--- config.mk ---
export PLATFORM = sky130hd
export DESIGN_NAME = input_conditioner
export DESIGN_NICKNAME = d
export VERILOG_FILES = /design/src/rtl/input_cond_pkg.sv /design/src/rtl/debounce_bit.sv /design/src/rtl/input_conditioner.sv
export SDC_FILE = /design/constraint.sdc
export NUM_CORES = 1
export LEC_CHECK = 0
export CAP_MARGIN = 20
export CORE_MARGIN = 2
export CORE_UTILIZATION = 60
export DETAILED_ROUTE_END_ITERATION = 16
export HOLD_SLACK_MARGIN = 0.06
export PLACE_DENSITY = 0.79
export RECOVER_POWER = 25
export SKIP_CTS_REPAIR_TIMING = 1
export SKIP_LAST_GASP = 1
export SYNTH_ARGS = -nofsm -noshare
export SYNTH_HDL_FRONTEND = slang
export SYNTH_SLANG_ARGS = --single-unit
--- constraint.sdc ---
create_clock -name clk_clk -period 2.6 [get_ports clk_clk]
set_input_delay 0.52 -clock clk_clk [delete_from_list [all_inputs] [get_ports clk_clk]]
set_output_delay 0.52 -clock clk_clk [all_outputs]
set_load 0.05 [all_outputs]
--- src/rtl/input_cond_pkg.sv ---
// Shared defaults and PIO word field positions for the input conditioner.
package input_cond_pkg;
   localparam int DEBOUNCE_CYCLES_DEF = 50000;
   localparam int N_KEYS_DEF          = 4;
   localparam int N_SW_DEF            = 18;
   localparam int WORD_W              = 32;
   // push_buttons_word layout: stable keys in [3:0], sticky press flags in [7:4]
   localparam int PB_STABLE_LSB       = 0;
   localparam int PB_STICKY_LSB       = 4;
   localparam int PB_FIELD_W          = 4;
endpackage

--- src/rtl/debounce_bit.sv ---
// One input channel: 2-flop synchronizer, optional inversion, counter-based debounce.
module debounce_bit
   import input_cond_pkg::*;
#(
   parameter int   DEBOUNCE_CYCLES = DEBOUNCE_CYCLES_DEF,
   parameter logic INIT            = 1'b0,
   parameter logic INVERT          = 1'b0
) (
   input  logic clk,
   input  logic rst_n,
   input  logic raw,
   output logic stable,
   output logic rise
);
   localparam int CNT_W = $clog2(DEBOUNCE_CYCLES);
   localparam logic [CNT_W-1:0] CNT_MAX = CNT_W'(DEBOUNCE_CYCLES - 1);

   logic             sync_p0;
   logic             sync_p1;
   logic             level;
   logic             done;
   logic [CNT_W-1:0] cnt;

   always_ff @(posedge clk or negedge rst_n) begin
      if (!rst_n) begin
         sync_p0 <= INIT;
         sync_p1 <= INIT;
      end else begin
         sync_p0 <= raw;
         sync_p1 <= sync_p0;
      end
   end

   // Synchronized sample in the active-high domain used by all downstream logic
   assign level = sync_p1 ^ INVERT;
   assign done  = (level != stable) && (cnt == CNT_MAX);

   always_ff @(posedge clk or negedge rst_n) begin
      if (!rst_n) begin
         cnt    <= '0;
         stable <= 1'b0;
         rise   <= 1'b0;
      end else begin
         rise <= done & level;
         if (level == stable) begin
            cnt <= '0;
         end else if (done) begin
            stable <= level;
            cnt    <= '0;
         end else begin
            cnt <= cnt + CNT_W'(1);
         end
      end
   end
endmodule

--- src/rtl/input_conditioner.sv ---
// Debounces push buttons and slide switches, produces press pulses and sticky press flags.
module input_conditioner
   import input_cond_pkg::*;
#(
   parameter int DEBOUNCE_CYCLES = DEBOUNCE_CYCLES_DEF,
   parameter int N_KEYS          = N_KEYS_DEF,
   parameter int N_SW            = N_SW_DEF
) (
   input  logic              clk_clk,
   input  logic              reset_reset_n,
   input  logic [N_KEYS-1:0] key_n,
   input  logic [N_SW-1:0]   sw,
   input  logic [N_KEYS-1:0] press_clear,
   output logic [31:0]       push_buttons_word,
   output logic [31:0]       switches_word,
   output logic [N_KEYS-1:0] press_pulse
);
   logic [N_KEYS-1:0] stable_keys;
   logic [N_KEYS-1:0] sticky;
   logic [N_SW-1:0]   stable_sw;
   logic [N_SW-1:0]   sw_rise_unused;

   // Keys reset to released (raw 1) and are inverted so 1 = pressed downstream
   for (genvar i = 0; i < N_KEYS; i++) begin : g_key
      debounce_bit #(
         .DEBOUNCE_CYCLES(DEBOUNCE_CYCLES),
         .INIT(1'b1),
         .INVERT(1'b1)
      ) u_db (
         .clk(clk_clk),
         .rst_n(reset_reset_n),
         .raw(key_n[i]),
         .stable(stable_keys[i]),
         .rise(press_pulse[i])
      );
   end

   for (genvar i = 0; i < N_SW; i++) begin : g_sw
      debounce_bit #(
         .DEBOUNCE_CYCLES(DEBOUNCE_CYCLES),
         .INIT(1'b0),
         .INVERT(1'b0)
      ) u_db (
         .clk(clk_clk),
         .rst_n(reset_reset_n),
         .raw(sw[i]),
         .stable(stable_sw[i]),
         .rise(sw_rise_unused[i])
      );
   end

   // A press arriving together with a clear keeps the flag set
   always_ff @(posedge clk_clk or negedge reset_reset_n) begin
      if (!reset_reset_n) begin
         sticky <= '0;
      end else begin
         sticky <= press_pulse | (sticky & ~press_clear);
      end
   end

   always_comb begin
      push_buttons_word = '0;
      push_buttons_word[PB_STABLE_LSB +: N_KEYS] = stable_keys;
      push_buttons_word[PB_STICKY_LSB +: N_KEYS] = sticky;
      switches_word = '0;
      switches_word[N_SW-1:0] = stable_sw;
   end
endmodule

==> results.py, run 1 <==
metrics = {
    "yosys": {
        "synthCells": 1942,
        "yosysSeqAreaShare_pct": 53.4,
        "async_flop_share_pct": 100,
        "syn_area_sq_mm": 0.0200,
        "synth_cell_types": 48,
        "syn_area_per_cell_sq_um": 10.3,
        "synth_edf_count": 0,
        "ys_ff_latch": 426,
        "ys.flop_type": "dfrtp_1",
        "yosys_warnings": 0,
    },
    "floorplan": {
        "dieArea_sq_mm": 0.0348,
        "fp.coreArea_sq_mm": 0.0326,
        "fp.dieW_um": 186,
        "start_util_pct": 61.2,
        "num_rows": 66,
        "ios": 96,
        "die_h_um": 186,
    },
    "routing": {
        "drtPass1Iterations": 5,
        "routed-via-count": 13802,
        "viasPerCell": 5.51,
        "drcViolationCount": 0,
        "wl_um": 35400,
        "drt_iter0_markers": 829,
        "wl_per_cell_um": 14.1,
        "ant_nets": 0,
    },
    "placement": {
        "gp_congestion": 0.843,
        "placed_area_sq_mm": 0.0209,
        "post-dp-hpwl_um": 23700,
        "portBuffers": 57,
    },
    "power": {
        "sw_frac_of_total_pct": 21.9,
        "vdd_drop_max_v": 0.000514,
        "p_leak_nw": 9.25,
        "power_frac_clock_pct": 48.4,
        "power_density_mw_per_mm2": 639,
        "p_switching_mw": 3.15,
        "seq_power_share_pct": 47.6,
        "power_mw": 14.4,
        "p_int_mw": 11.3,
        "pwr-share-comb_pct": 4.0,
    },
    "clock_tree": {
        "htreeDepth": 2,
        "clk_pin_slew_worst_paths_ns": 0.06,
        "cts_made_buffers": 45,
        "cts-root-buf": "clkbuf_16",
        "clock_sinks": 426,
        "cts_buffer_depth": 3,
        "insertion_delay_ns": 0.54,
        "cts_tree": "done",
    },
    "sta": {
        "skew_ns": 0.0128,
        "fin_crit_ns": 2.32,
        "rsz0062_at_grt": "no",
        "finalHoldViolations": 0,
        "worst_pin_slew_ns": 1.53,
        "slew-limit-headroom_pct": -2.32,
        "fin_crit_sh_pct": 89.3,
        "setup-tns-final_ns": 0,
        "final-setup-viol-count": 0,
        "clock.fmax_mhz": 430,
        "slew_violations": 52,
    },
    "final_layout": {
        "drive_gt1_share_pct": 7.90,
        "areaGrowthSynthToFinish_pct": 13.1,
        "layout.nets": 2077,
        "postLayoutCellArea_sq_mm": 0.0226,
        "layout_common_cells": "nor2_1, dfrtp_1, xnor2_1",
        "final_common_cell": "nor2_1",
    },
    "global_routing": {
        "grt_pass1_vias": 13864,
        "grt_max_degree": 65,
        "grt_overflow": 0,
        "track_usage_pct": 20.9,
        "grt_pass1_wl_um": 63200,
        "antenna_found_initial": 1,
    },
    "run": {
        "cap_violations": 1,
    },
    "setup_path": {
        "slowest_delay_ns": 0.84,
        "arrival_ns": 1.80,
        "cp_max_fo": 3,
        "cp.required_ns": 2.08,
        "cp-end-kind": "output port",
        "cp-start-kind": "flip-flop",
        "worst-setup-path-type": "flip-flop to output port",
        "r2r_setup_slack_ns": 0.42,
        "slowest_stage": "clkdlybuf4s50_1",
        "crit_chain": "clkdlybuf4s50_1",
        "path_buf_inv": 1,
        "crit_family": "buffers and inverters",
    },
    "hold_path": {
        "hold_path_class": "flip-flop to flip-flop",
    },
    "outcome": {
        "violations": "capacitance limit, slew limit",
        "outcome": "finished with violations",
    },
}
-- layer usage --
| layer | vias to the layer above | wire length (um) | track usage, % |
|---|---|---|---|
| met2 | 256 | 17700 | 35.4 |
| met3 | 64 | 1280 | 3.23 |
| met4 | 0 | 718 | 6.26 |
| met5 | - | 0 | 0 |
| met1 | 6821 | 15700 | 27.9 |
| li1 | 6661 | - | - |
-- area by class of cell --
| type | count | area [sq um] |
|---|---|---|
| Fill cell | 2392 | 10000 |
| Sequential cell | 426 | 10700 |
| Antenna cell | 1 | 2.50 |
| Tap cell | 442 | 553 |
| Clock buffer | 57 | 1290 |
| Inverter | 76 | 285 |
| Multi-Input combinational cell | 1390 | 8540 |
| Clock inverter | 27 | 377 |
| Timing Repair Buffer | 88 | 858 |
-- registers in the layout, summed over array words and instances, names as in the netlist --
register            flops
g_key.u_db.cnt         64
g_key.u_db.rise         4
g_key.u_db.stable       4
g_key.u_db.sync_p0      4
g_key.u_db.sync_p1      4
g_sw.u_db.cnt         288
g_sw.u_db.level        18
g_sw.u_db.stable       18
g_sw.u_db.sync_p0      18
sticky                  4
-- synth_stat cells, types with 22 or more instances --
cell type / number / area share (%)
buf_4: 70 / 2.6
nor2_1: 428 / 8.0
nor4_1: 94 / 2.9
xor2_1: 46 / 2.0
inv_1: 76 / 1.4
dfrtp_1: 418 / 52
nand2_1: 82 / 1.5
nor3_1: 74 / 1.9
nand3_1: 112 / 2.8
ha_1: 22 / 1.4
xnor2_1: 278 / 12
nand4_1: 75 / 2.3
-- cell families after synthesis --
group | Yosys count | synth area share [%]
adders and majority gates | 22 | 1.38
other | 1 | 0.0188
DFF | 426 | 53.4
buffers and inverters | 163 | 4.51
muxes | 24 | 1.32
AOI/OAI and AO/OA | 31 | 2.16
and+or+nand+nor | 951 | 23.0
xor gates and xnor gates | 324 | 14.2
-- power groups by stage --
stage	combinational, mW	clock (mW)	sequential [mW]
finish	0.580	6.98	6.86
global route	0.657	7.46	6.87
CTS	0.606	7.16	6.86
detailed placement	0.600	0	6.98
global placement	0.583	0	6.96
floorplan	0.387	0	6.95
-- through the flow --
step,hold WS (ns),utilization (%),setup slack [ns],std cells
6_report,0.345,69.2,0.277,2507
3_5_place_dp,0.335,64.2,0.440,2421
5_1_grt,0.354,69.2,0.144,2506
2_1_floorplan,0.224,-,0.768,1979
4_1_cts,-0.0906,69.3,0.244,2505
3_3_place_gp,0.332,64.2,0.562,2421
-- worst paths after layout --
path | to | startpoint | cells past startpoint
max in group asynchronous | g_sw[15].u_db.sync_p0 | reset_reset_n | 3
hold reg to reg | g_sw[13].u_db.level | g_sw[13].u_db.sync_p0 | 0
setup reg to reg | g_sw[8].u_db.cnt[0] | g_sw[8].u_db.cnt[0] | 5
hold / removal | g_sw[13].u_db.level | g_sw[13].u_db.sync_p0 | 0
min in group asynchronous | g_sw[9].u_db.level | reset_reset_n | 2
setup / recovery | switches_word[14] | g_sw[14].u_db.stable | 1
Power figures use the tool's default switching activity.
==> run 2, diff against run 1 <==
--- a/config.mk
+++ b/config.mk
@@ -5,7 +5,7 @@
 export SDC_FILE = /design/constraint.sdc
 export NUM_CORES = 1
 export LEC_CHECK = 0
-export CAP_MARGIN = 20
+export CAP_MARGIN = 25
 export CORE_MARGIN = 2
 export CORE_UTILIZATION = 60
 export DETAILED_ROUTE_END_ITERATION = 16
==> results of run 2 <==
Same layout as run 1: the final DEF is identical, and so are final timing and power.
==> run 3, diff against run 2 <==
--- a/config.mk
+++ b/config.mk
@@ -8,6 +8,7 @@
 export CAP_MARGIN = 25
 export CORE_MARGIN = 2
 export CORE_UTILIZATION = 60
+export CTS_BUF_LIST = sky130_fd_sc_hd__clkbuf_8 sky130_fd_sc_hd__clkbuf_16
 export DETAILED_ROUTE_END_ITERATION = 16
 export HOLD_SLACK_MARGIN = 0.06
 export PLACE_DENSITY = 0.79
==> run 3 against run 2 <==
The flow still finishes with violations (capacitance limit, slew limit). Register-to-register slack about the same. Worst setup slack about the same. Via count up 0.13%. Flip-flop and latch count unchanged. Non-clock buffer count unchanged. Worst hold slack about the same. Total power about the same. Count of clock-buffer cells in the layout down 2. Maximum frequency about the same. Utilization unchanged. Critical path depth unchanged. Wire length about the same. Critical path type unchanged.
==> results.py, run 3 (synthesis results as in run 1) <==
metrics = {
    "outcome": {
        "outcome": "finished with violations",
        "violations": "capacitance limit, slew limit",
    },
    "sta": {
        "final-setup-viol-count": 0,
        "worst_pin_slew_ns": 1.54,
        "rsz0062_at_grt": "no",
        "skew_ns": 0.0125,
        "finalHoldViolations": 0,
        "slew-limit-headroom_pct": -2.36,
        "slew_violations": 52,
        "setup-tns-final_ns": 0,
        "clock.fmax_mhz": 430,
        "fin_crit_sh_pct": 89.3,
        "setup_ws_ns": 0.277,
        "fin_crit_ns": 2.32,
    },
    "power": {
        "seq_power_share_pct": 47.6,
        "p_leak_nw": 9.26,
        "power_density_mw_per_mm2": 638,
        "p_int_mw": 11.3,
        "vdd_drop_max_v": 0.000513,
        "pwr-share-comb_pct": 4.0,
        "power_frac_clock_pct": 48.4,
        "sw_frac_of_total_pct": 21.9,
        "power_mw": 14.4,
        "p_switching_mw": 3.16,
    },
    "setup_path": {
        "cp-start-kind": "flip-flop",
        "crit_chain": "clkdlybuf4s50_1",
        "path_buf_inv": 1,
        "arrival_ns": 1.80,
        "slowest_stage": "clkdlybuf4s50_1",
        "cp.required_ns": 2.08,
        "cp_max_fo": 3,
        "crit_family": "buffers and inverters",
        "cp-end-kind": "output port",
        "slowest_delay_ns": 0.84,
        "worst-setup-path-type": "flip-flop to output port",
    },
    "placement": {
        "gp_congestion": 0.843,
        "post-dp-hpwl_um": 23700,
        "preCtsSetupSlack_ns": 0.440,
        "portBuffers": 57,
        "post-place-cells": 2421,
    },
    "floorplan": {
        "fp.dieW_um": 186,
        "ios": 96,
        "dieArea_sq_mm": 0.0348,
        "num_rows": 66,
        "die_h_um": 186,
        "start_util_pct": 61.2,
        "fp.coreArea_sq_mm": 0.0326,
    },
    "final_layout": {
        "largest_reg_flops": 288,
        "regMostFlops": "g_sw.u_db.cnt",
        "drive_gt1_share_pct": 7.90,
        "layout_common_cells": "nor2_1, dfrtp_1, xnor2_1",
        "stdcell_count": 2507,
        "fin_util_pct": 69.2,
        "layout.nets": 2077,
        "final_common_cell": "nor2_1",
        "areaGrowthSynthToFinish_pct": 13.1,
        "reg.largest.list": "g_sw.u_db.cnt x288, g_key.u_db.cnt x64",
    },
    "clock_tree": {
        "cts-root-buf": "clkbuf_16",
        "clock_sinks": 426,
        "cts_tree": "done",
        "insertion_delay_ns": 0.54,
        "htreeDepth": 2,
        "cts_buffer_depth": 3,
        "clk_pin_slew_worst_paths_ns": 0.06,
        "cts_made_buffers": 45,
    },
    "routing": {
        "drt_iter0_markers": 829,
        "wl_per_cell_um": 14.1,
        "viasPerCell": 5.51,
        "wl_um": 35400,
        "drtPass1Iterations": 5,
        "drcViolationCount": 0,
        "ant_nets": 0,
        "routed-via-count": 13820,
    },
    "global_routing": {
        "grt_pass1_vias": 13864,
        "grt_overflow": 0,
        "grt_pass1_wl_um": 63200,
        "grt_max_degree": 65,
        "antenna_found_initial": 1,
        "track_usage_pct": 20.9,
    },
    "hold_path": {
        "hold_path_class": "flip-flop to flip-flop",
    },
    "run": {
        "cap_violations": 1,
    },
}
==> run 3: metrics by stage <==
step | hold WS, ns | instance area, sq um
2_1_floorplan | 0.224 | 20100
3_3_place_gp | 0.332 | 20900
3_5_place_dp | 0.335 | 20900
4_1_cts | -0.0906 | 22600
5_1_grt | 0.354 | 22600
6_report | 0.345 | 22600
==> run 3: routing by layer <==
metal | vias up | GRT usage [%] | share of wire, %
met5 | - | 0 | 0
met4 | 0 | 6.26 | 2.0
met3 | 64 | 3.23 | 3.7
met2 | 266 | 35.4 | 50
met1 | 6831 | 27.9 | 44
li1 | 6659 | - | -
==> run 3: cell type report <==
cell class                      instances  area, sq um
Fill cell                            2392        10000
Inverter                               76          285
Clock inverter                         29          384
Timing Repair Buffer                   88          858
Clock buffer                           55         1290
Tap cell                              442          553
Antenna cell                            1         2.50
Sequential cell                       426        10700
Multi-Input combinational cell       1390         8540
==> run 3: power by group through the flow <==
stage / registers [mW] / clock network [mW] / logic, mW
final: 6.86 / 6.98 / 0.580
after global routing: 6.87 / 7.45 / 0.657
after CTS: 6.86 / 7.16 / 0.606
after detailed placement: 6.98 / 0 / 0.600
after global placement: 6.96 / 0 / 0.583
after floorplan: 6.95 / 0 / 0.387
==> run 3: path summary, 6_finish.rpt <==
check,from,end,slack (ns),depth (start not counted)
max,g_sw[14].u_db.stable,switches_word[14],0.28,1
min,g_sw[13].u_db.sync_p0,g_sw[13].u_db.level,0.35,0
max reg2reg,g_sw[8].u_db.cnt[0],g_sw[8].u_db.cnt[0],0.42,5
min reg2reg,g_sw[13].u_db.sync_p0,g_sw[13].u_db.level,0.35,0
max in group asynchronous,reset_reset_n,g_sw[15].u_db.sync_p0,0.46,3
min in group asynchronous,reset_reset_n,g_sw[9].u_db.level,0.91,2
